File: src/rtl/regn_pkg.sv
// Shared mode encodings for the multimode register.
package regn_pkg;

    localparam int unsigned MODE_W = 2;

    typedef enum logic [MODE_W-1:0] {
        MODE_LOAD  = 2'b00,
        MODE_INC   = 2'b01,
        MODE_DEC   = 2'b10,
        MODE_SHIFT = 2'b11
    } mode_t;

endpackage

File: src/rtl/regn_next_calc.sv
// Combinational next-value and overflow logic for the multimode register.
module regn_next_calc
    import regn_pkg::*;
#(
    parameter int unsigned WIDTH    = 8,
    parameter int unsigned STEP     = 1,
    parameter bit          SATURATE = 1'b0,
    parameter bit          ROTATE   = 1'b0
) (
    input  logic [WIDTH-1:0]  out,
    input  logic [MODE_W-1:0] mode,
    input  logic [WIDTH-1:0]  in,
    input  logic              en,
    output logic [WIDTH-1:0]  out_next,
    output logic              ovf_next
);

    localparam logic [WIDTH-1:0] STEP_W = WIDTH'(STEP);

    logic [WIDTH:0] sum;
    logic [WIDTH:0] diff;
    logic           fill;

    // One extra bit catches the carry out of INC and the borrow out of DEC.
    assign sum  = {1'b0, out} + {1'b0, STEP_W};
    assign diff = {1'b0, out} - {1'b0, STEP_W};
    assign fill = ROTATE ? out[WIDTH-1] : in[0];

    always_comb begin
        out_next = out;
        ovf_next = 1'b0;
        if (en) begin
            case (mode_t'(mode))
                MODE_LOAD: out_next = in;
                MODE_INC: begin
                    ovf_next = sum[WIDTH];
                    out_next = (sum[WIDTH] && SATURATE) ? '1 : sum[WIDTH-1:0];
                end
                MODE_DEC: begin
                    ovf_next = diff[WIDTH];
                    out_next = (diff[WIDTH] && SATURATE) ? '0 : diff[WIDTH-1:0];
                end
                MODE_SHIFT: begin
                    out_next = {out[WIDTH-2:0], fill};
                    ovf_next = ROTATE ? 1'b0 : out[WIDTH-1];
                end
                default: ;
            endcase
        end
    end

endmodule

File: src/rtl/regn_multimode.sv
// N-bit register with load / increment / decrement / shift modes and tc/ovf flags.
module regn_multimode
    import regn_pkg::*;
#(
    parameter int unsigned WIDTH    = 8,
    parameter int unsigned STEP     = 1,
    parameter bit          SATURATE = 1'b0,
    parameter bit          ROTATE   = 1'b0
) (
    input  logic              clk,
    input  logic              rst,
    input  logic [WIDTH-1:0]  in,
    input  logic [MODE_W-1:0] mode_sel,
    input  logic              mode_wr,
    input  logic              en,
    output logic [WIDTH-1:0]  out,
    output logic [MODE_W-1:0] mode,
    output logic              tc,
    output logic              ovf
);

    mode_t            mode_q;
    mode_t            mode_next;
    logic [WIDTH-1:0] out_next;
    logic             ovf_next;

    regn_next_calc #(
        .WIDTH    (WIDTH),
        .STEP     (STEP),
        .SATURATE (SATURATE),
        .ROTATE   (ROTATE)
    ) u_next_calc (
        .out      (out),
        .mode     (mode_q),
        .in       (in),
        .en       (en),
        .out_next (out_next),
        .ovf_next (ovf_next)
    );

    // Mode FSM: a write may target any mode, including the current one.
    always_comb begin
        mode_next = mode_q;
        if (mode_wr) begin
            mode_next = mode_t'(mode_sel);
        end
    end

    always_ff @(posedge clk or posedge rst) begin
        if (rst) begin
            mode_q <= MODE_LOAD;
            out    <= '0;
            ovf    <= 1'b0;
        end else begin
            mode_q <= mode_next;
            out    <= out_next;
            ovf    <= ovf_next;
        end
    end

    assign mode = mode_q;

    // Terminal count tracks the register directly, no extra cycle.
    always_comb begin
        tc = 1'b0;
        if ((mode_q == MODE_INC) && (out == '1)) begin
            tc = 1'b1;
        end else if ((mode_q == MODE_DEC) && (out == '0)) begin
            tc = 1'b1;
        end
    end

endmodule

File: config.mk
export PLATFORM = sky130hd
export DESIGN_NAME = regn_multimode
export DESIGN_NICKNAME = d
export VERILOG_FILES = /design/src/rtl/regn_pkg.sv /design/src/rtl/regn_next_calc.sv /design/src/rtl/regn_multimode.sv
export SDC_FILE = /design/constraint.sdc
export NUM_CORES = 1
export LEC_CHECK = 0
export ABC_AREA = 1
export CELL_PAD_IN_SITES_DETAIL_PLACEMENT = 1
export CELL_PAD_IN_SITES_GLOBAL_PLACEMENT = 2
export CORE_MARGIN = 5
export CORE_UTILIZATION = 24
export DETAILED_ROUTE_END_ITERATION = 8
export PLACE_DENSITY = 0.83
export SETUP_SLACK_MARGIN = 0.5
export SLEW_MARGIN = 20
export SYNTH_ARGS = -nofsm -noshare
export SYNTH_HDL_FRONTEND = slang
export SYNTH_HIERARCHICAL = 1
export SYNTH_SLANG_ARGS = --single-unit
File: constraint.sdc
create_clock -name clk -period 1.8 [get_ports clk]
set_input_delay 0.27 -clock clk [delete_from_list [all_inputs] [get_ports clk]]
set_output_delay 0.27 -clock clk [all_outputs]
set_load 0.1 [all_outputs]
After elaboration in Yosys (flattened, before gate mapping):

Cells that the tools add are included.
Widths: inputs -> output; s select.

* register bits: 11
* input port bits: 14
* output and inout bits: 12
* word-level logic and storage cells: 18

* add/subtract/negate cells: 2
* equality and inequality tests: 4
* mux-type cells: 5
* reductions and logical operators: 4

Operators with widths (number)
* $pmux 8 s4: 1
* $add 8x1->9 const B: 1
* $sub 8x1->9 const B: 1
* $eq 8x8->1 const B: 1
* $logic_not 8->1: 1
* $eq 2x2->1 const B: 2
* $mux 1: 3
* $pmux 1 s3: 1
* $eq 2x1->1 const B: 1
* $logic_and 1x1->1: 2
* $logic_not 2->1: 1

Longest topological paths before layout:

Gate-level depths: netlist (run 1).

* depth in word-level cells: 4
* gate-level depth with buffers: 10

By module:

The synthesis (run 1) kept the hierarchy.

Modules (own cells, without submodules)
* regn_next_calc: times used 1, cells an instance 133, area each 595.6 um^2, sequential area each 0.0 um^2
* regn_multimode: times used 1, cells an instance 34, area each 380.4 um^2, sequential area each 275.3 um^2

Worst setup path before layout (run 1):

OpenSTA, ideal clock, no wires.

* kind: register -> output
* start point: reg mode_q[0], in the netlist mode[0]
* end point: out tc
* arrival: 2064 ps
* data required time: 1530 ps
* setup slack: -534 ps
* cell stages (with the launch flop): 5
* cells stage by stage: dfrtp_1 > inv_1 > nor2_1 > nand3_1 > nand2_1

* longest elaborated chain between the ends: 4
* elaborated cells on any way between the ends: 6
* those cells by class: 2 x eq/ne; 2 x mux; 2 x reduce/logical

RTL lines
* start, declared: line regn_multimode.sv:22 `mode_t mode_q;`
* start signal, assigned: line regn_multimode.sv:55 `mode_q <= mode_next;`
* $eq 2x2->1: line regn_multimode.sv:68 `end else if ((mode_q == MODE_DEC) && (out == '0)) begin`
* $logic_and 1x1->1: line regn_multimode.sv:68
* $mux 1: line regn_multimode.sv:68
* $mux 1 *: line regn_multimode.sv:66 `if ((mode_q == MODE_INC) && (out == '1)) begin`
* end, declared: line regn_multimode.sv:18 `output logic tc,`

Mark *: on every way between the ends. The rest lies on a longest branch, timed or not.

Final worst setup path (run 1):

* start point: reg out[1]
* end point: out tc

* longest elaborated chain between the ends: 4
* elaborated cells on any way between the ends: 6
* those cells by class: 1 x eq/ne; 2 x mux; 3 x reduce/logical

RTL lines
* start, declared: line regn_multimode.sv:16 `output logic [WIDTH-1:0] out,`
* start signal, assigned: line regn_multimode.sv:56 `out <= out_next;`
* $logic_not 8->1: line regn_multimode.sv:68
* $logic_and 1x1->1: line regn_multimode.sv:68
* $mux 1: line regn_multimode.sv:68
* $mux 1 *: line regn_multimode.sv:66

Marked as above.

==> flow_summary.json, run 1 <==
{
  "synth_top_family_by_area": "simple AND/OR/NAND/NOR gates",
  "arrival_ns": 1.39,
  "hpwl_mm": 2.97,
  "cp_max_fo": 3,
  "core_area_um2": 3970,
  "endpoint_kind": "output pin",
  "pwr-share-comb_pct": 68.0,
  "antenna_found_initial": 0,
  "fillers": 485,
  "routed_wl_mm": 5.12,
  "synth_cells": 167,
  "mostFrequentLayoutCells": "47 x nand2_1, 26 x nor2_1, 18 x buf_4, 13 x clkdlybuf4s50_1, 13 x buf_12",
  "vias_per_cell": 5.04,
  "drive_gt1_share_pct": 40.4,
  "vias": 1377,
  "hold_class": "primary input to asynchronous set/reset pin",
  "crit_slowest_cell": "dfrtp_4",
  "maxSlewViolCount": 0,
  "cts.path.max_buffers": 2,
  "tightest_slew_ns": 0.490,
  "cp-start-kind": "flop",
  "hold_viol": 0,
  "fin_crit_sh_pct": 92.1,
  "syn-num-nets": 183,
  "ir_drop_mv": 0.467,
  "grt_overflow": 0,
  "cts_buffers": 3,
  "ctsHoldBuffers": 0,
  "die_h_um": 73.8,
  "wl_per_cell_um": 18.7,
  "yosysSeqAreaShare_pct": 28.2,
  "clkSlewWorstSetupHoldPaths_ns": 0.06,
  "crit_path_max_incr_delay_ns": 0.51,
  "crit_type": "flop to output pin",
  "route.detailed.drc": 0,
  "final_common_cell": "nand2_1",
  "synthSimpleGateAreaFrac_pct": 45.0,
  "synth_compound_area_share_pct": 14.0,
  "h-tree-depth": 1,
  "synth_adder_area_share_pct": 2.56,
  "path_cells": "nor2_1 > and2_0 > nand2_2 > nand2_8 > buf_12",
  "tns_ns": 0,
  "place_area_um2": 1510,
  "initial_core_util_pct": 24.6,
  "synth.cell_area_um2": 976,
  "synth.ff_latch_count": 11,
  "synth_cell_type_count": 21,
  "p_per_area_nw_per_um2": 1080,
  "dr.pass1.iters": 4,
  "maxCapViolCount": 0,
  "cp_num_buf_inv": 1,
  "fin_nets": 240,
  "die-width_um": 73.8,
  "grt_first_pass_wirelength_mm": 6.82,
  "cp.required_ns": 1.53,
  "leakage_nw": 0.841,
  "final_area_um2": 1930,
  "maxSlewHeadroom_pct": 67.3,
  "cts_tree": "done",
  "diodes": 0,
  "syn_avg_cell_area_um2": 5.84,
  "grtUsageTotal_pct": 16.7,
  "grt_max_degree": 12,
  "p_sw_w": 0.00107,
  "pwr-share-clk_pct": 13.0,
  "cts_root_buf": "clkbuf_8",
  "seqPwrFrac_pct": 19.0,
  "synthMuxAreaShare_pct": 1.54,
  "syn_to_final_growth_pct": 97.3,
  "grt_pass1_vias": 1330,
  "critical-path-top-delay-family": "flip-flops",
  "num_rows": 23,
  "final.setup_skew_ns": 0.00599,
  "gp_congestion": 0.831,
  "p_int_w": 0.00102,
  "drtIter0Drc": 71,
  "fin_crit_ns": 1.66,
  "io_pins": 26,
  "io_buffers": 25,
  "ys_warn_count": 6,
  "setup_viol": 0,
  "max_freq_mhz": 603,
  "rsz0062_at_grt": "true",
  "status": "finished clean",
  "ant_nets": 0,
  "cts_sinks": 11,
  "clk_latency_ns": 0.25,
  "synth_xor_area_share_pct": 0.897,
  "swShare_pct": 51.2,
  "die-area_um2": 5440
}
[per-stage QoR]
stage	hold WS (ns)	setup slack (ns)	utilization [%]	instances	power (W)
after floorplan	0.123	0.324	-	167	0.00109
after global placement	0.610	0.307	37.9	242	0.00145
after detailed placement	0.619	0.317	37.9	242	0.00146
after CTS	0.374	0.163	42.9	261	0.00184
after global routing	0.404	0.0871	48.5	273	0.00218
final	0.341	0.141	48.5	273	0.00208
[state kept, by name, summed over array words and instances (netlist names)]
register / cells
ovf: 1
mode: 2
out: 8
[power by group through the flow]
stage / clock [W] / sequential (W) / combinational [W]
final: 0.000271 / 0.000397 / 0.00142
after global routing: 0.000289 / 0.000402 / 0.00149
after CTS: 0.000263 / 0.000391 / 0.00119
after detailed placement: 0 / 0.000471 / 0.000984
after global placement: 0 / 0.000465 / 0.000980
after floorplan: 0 / 0.000747 / 0.000343
[timing repair]
| item | in CTS | in global routing |
|---|---|---|
| endpoints found under the hold margin | 0 | 0 |
| resized for setup | 16 | 40 |
| setup buffers | 15 | 11 |
| cloned | 0 | 1 |
| pin swaps | 1 | 11 |
| endpoints found under the setup margin | 9 | 18 |
[area by class of cell]
cell class | instances | area (µm²) | share of cell area, %
flip-flops and latches | 11 | 313 | 16.2
repair inverters | 1 | 7.51 | 0.390
inverters | 19 | 98.8 | 5.13
multi-input cells | 136 | 782 | 40.6
repair buffers | 52 | 617 | 32.0
clock buffers | 4 | 45.0 | 2.34
well taps | 50 | 62.6 | 3.25
[metal layers]
metal	share of wire (%)	up-vias	global-route usage [%]	wire length, µm
li1	-	647	-	-
met1	42	674	20.6	2130
met2	52	46	29.4	2650
met3	4.4	10	1.50	226
met4	2.2	0	6.44	114
met5	0	-	0	0
[worst reg2reg max path, cell delays in order (launching register included)]
cell,delay (ns)
dfrtp_4,0.51
buf_4,0.16
buf_8,0.14
inv_2,0.10
nand3_4,0.11
nor2_4,0.14
nand3_2,0.09
nand2_1,0.10
nand3_1,0.09
nor2_1,0.10
[synth_stat cells, drive strengths merged]
| master | count | area [µm²] |
|---|---|---|
| nand2 | 52 | 195 |
| nor2 | 37 | 156 |
| inv | 18 | 67.6 |
| o21ai | 18 | 90.1 |
| nand3 | 14 | 70.1 |
| dfrtp | 11 | 275 |
| a21oi | 4 | 20.0 |
| o22ai | 3 | 18.8 |
| ha | 2 | 25.0 |
| a22oi | 1 | 7.51 |
| and2 | 1 | 6.26 |
| clkbuf | 1 | 5.00 |
| clkinv | 1 | 3.75 |
| mux2 | 1 | 15.0 |
| nand4 | 1 | 6.26 |
| nor3 | 1 | 5.00 |
| xor2 | 1 | 8.76 |
[worst paths after layout]
path                       slack, ns  cells after the start       to        start
max in group asynchronous       1.08                      2   out[3]          rst
setup / recovery                0.14                      5       tc       out[1]
min in group clk                0.58                      3  mode[0]  mode_sel[0]
setup reg to reg                0.19                      9      ovf       out[2]
hold / removal                  0.34                      2   out[2]          rst
hold reg to reg                 0.65                      2   out[6]       out[6]
[kinds of logic after synthesis]
group | count (synthesis)
AOI/OAI and AO/OA | 26
muxes | 1
adders and majority gates | 2
and+or+nand+nor | 106
DFF | 11
buffers and inverters | 20
xor gates and xnor gates | 1
Power figures use the tool's default switching activity.
==> inputs of run 2 (changes only) <==
--- a/config.mk
+++ b/config.mk
@@ -6,6 +6,8 @@
 export NUM_CORES = 1
 export LEC_CHECK = 0
 export ABC_AREA = 1
+export ABC_CLOCK_PERIOD_IN_PS = 1800
+export CAP_MARGIN = 0
 export CELL_PAD_IN_SITES_DETAIL_PLACEMENT = 1
 export CELL_PAD_IN_SITES_GLOBAL_PLACEMENT = 2
 export CORE_MARGIN = 5
@@ -13,6 +15,7 @@
 export DETAILED_ROUTE_END_ITERATION = 8
 export PLACE_DENSITY = 0.83
 export SETUP_SLACK_MARGIN = 0.5
+export SKIP_CTS_REPAIR_TIMING = 1
 export SLEW_MARGIN = 20
 export SYNTH_ARGS = -nofsm -noshare
 export SYNTH_HDL_FRONTEND = slang
==> flow_summary.json, run 2 (same netlist as run 1, synthesis figures left out) <==
{
  "status": "finished clean",
  "fillers": 494,
  "largest_reg_flops": 8,
  "crit_slowest_cell": "dfrtp_4",
  "routed_wl_mm": 4.42,
  "vias_per_cell": 4.91,
  "clk_latency_ns": 0.25,
  "maxSlewViolCount": 0,
  "io_buffers": 25,
  "ant_nets": 0,
  "instances_no_fill": 266,
  "final_area_um2": 1800,
  "core_area_um2": 3970,
  "wl_met3_um": 203,
  "crit_path_max_incr_delay_ns": 0.51,
  "hold_viol": 0,
  "die-area_um2": 5440,
  "hpwl_mm": 2.97,
  "syn_to_final_growth_pct": 84.9,
  "mostFrequentLayoutCells": "48 x nand2_1, 29 x nor2_1, 16 x buf_4, 13 x clkdlybuf4s50_1, 13 x buf_12",
  "grt_overflow": 0,
  "grt_pass1_vias": 1210,
  "hold_class": "primary input to asynchronous set/reset pin",
  "dr.max_layer_used": "met4",
  "fin_crit_ns": 1.67,
  "die-width_um": 73.8,
  "dr_wl_met2_mm": 2.16,
  "gp_congestion": 0.831,
  "io_pins": 26,
  "arrival_ns": 1.40,
  "place_area_um2": 1510,
  "grtUsageTotal_pct": 14.6,
  "rsz0062_at_grt": "true",
  "drtIter0Drc": 35,
  "grt_max_degree": 12,
  "fin_nets": 233,
  "dpl_worst_slack_ns": 0.317,
  "wl_met1_mm": 1.96,
  "route.detailed.drc": 0,
  "total_power_w": 0.00198,
  "leakage_nw": 0.799,
  "cts_buffers": 3,
  "initial_core_util_pct": 24.6,
  "drive_gt1_share_pct": 35.2,
  "cp-start-kind": "flop",
  "grt_first_pass_wirelength_mm": 6.07,
  "wl_per_cell_um": 16.6,
  "p_per_area_nw_per_um2": 1100,
  "fin_crit_sh_pct": 92.6,
  "place_inst": 242,
  "clkSlewWorstSetupHoldPaths_ns": 0.06,
  "antenna_found_initial": 0,
  "max_freq_mhz": 600,
  "dr.pass1.iters": 4,
  "die_h_um": 73.8,
  "cts_tree": "done",
  "vias": 1305,
  "diodes": 0,
  "ir_drop_mv": 0.413,
  "tns_ns": 0,
  "final.setup_skew_ns": 0.00719,
  "final_common_cell": "nand2_1",
  "endpoint_kind": "output pin",
  "cts_root_buf": "clkbuf_8",
  "setup_viol": 0,
  "cts.path.max_buffers": 2,
  "regMostFlops": "out",
  "path_cells": "nor2_1 > and2_0 > nand2_2 > nand2_8 > buf_12",
  "cp.required_ns": 1.53,
  "maxCapViolCount": 0,
  "crit_type": "flop to output pin",
  "tightest_slew_ns": 0.533,
  "num_rows": 23,
  "maxSlewHeadroom_pct": 64.4,
  "cts_sinks": 11,
  "cp_max_fo": 6,
  "h-tree-depth": 1,
  "fin_ws_ns": 0.134
}
run 2: area by class of cell:
type	count	area, µm²	area share [%]
sequential	11	313	17.3
timing repair buffer	46	556	30.8
tap	50	62.6	3.47
inverter	19	93.8	5.20
clock buffer	4	45.0	2.50
multi-input combinational	136	734	40.7
run 2: stage by stage:
step	utilization (%)	hold WS [ns]
3_3_place_gp	37.9	0.610
6_report	45.4	0.356
3_5_place_dp	37.9	0.619
4_1_cts	39.0	0.374
5_1_grt	45.4	0.408
2_1_floorplan	-	0.123
run 2: final timing paths:
path	cells past startpoint	endpoint	slack, ns	start
max	5	tc	0.13	out[1]
min	2	mode[0]	0.36	rst
max reg2reg	9	ovf	0.29	out[1]
min reg2reg	1	mode[1]	0.62	mode[1]
max in group asynchronous	2	out[5]	1.03	rst
min in group clk	3	mode[0]	0.60	mode_sel[0]
run 2: where the power goes:
group          internal [W]  leakage (nW)  switching [W]  total (W)
clock network      0.000157        0.0228       0.000119   0.000276
logic              0.000495         0.653       0.000777    0.00127
registers          0.000322         0.124       0.000107   0.000430
total              0.000975         0.799        0.00100    0.00198
run 2: routing by layer:
metal	up-vias	GRT usage, %
li1	631	-
met1	625	18.1
met2	40	25.9
met3	9	1.37
met4	0	5.43
met5	-	0
run 2: critical path, delay by kind of cell, from the launching register on:
family | cells | cell delay, ns
AND/OR/NAND/NOR | 4 | 0.46
buffers and inverters | 1 | 0.16
flip-flops | 1 | 0.51
==> inputs of run 3 (changes only) <==
--- a/config.mk
+++ b/config.mk
@@ -12,6 +12,7 @@
 export CELL_PAD_IN_SITES_GLOBAL_PLACEMENT = 2
 export CORE_MARGIN = 5
 export CORE_UTILIZATION = 24
+export CTS_CLUSTER_SIZE = 10
 export DETAILED_ROUTE_END_ITERATION = 8
 export PLACE_DENSITY = 0.83
 export SETUP_SLACK_MARGIN = 0.5
==> results of run 3 <==
The final DEF is identical to that of run 2; final timing and power are the same.
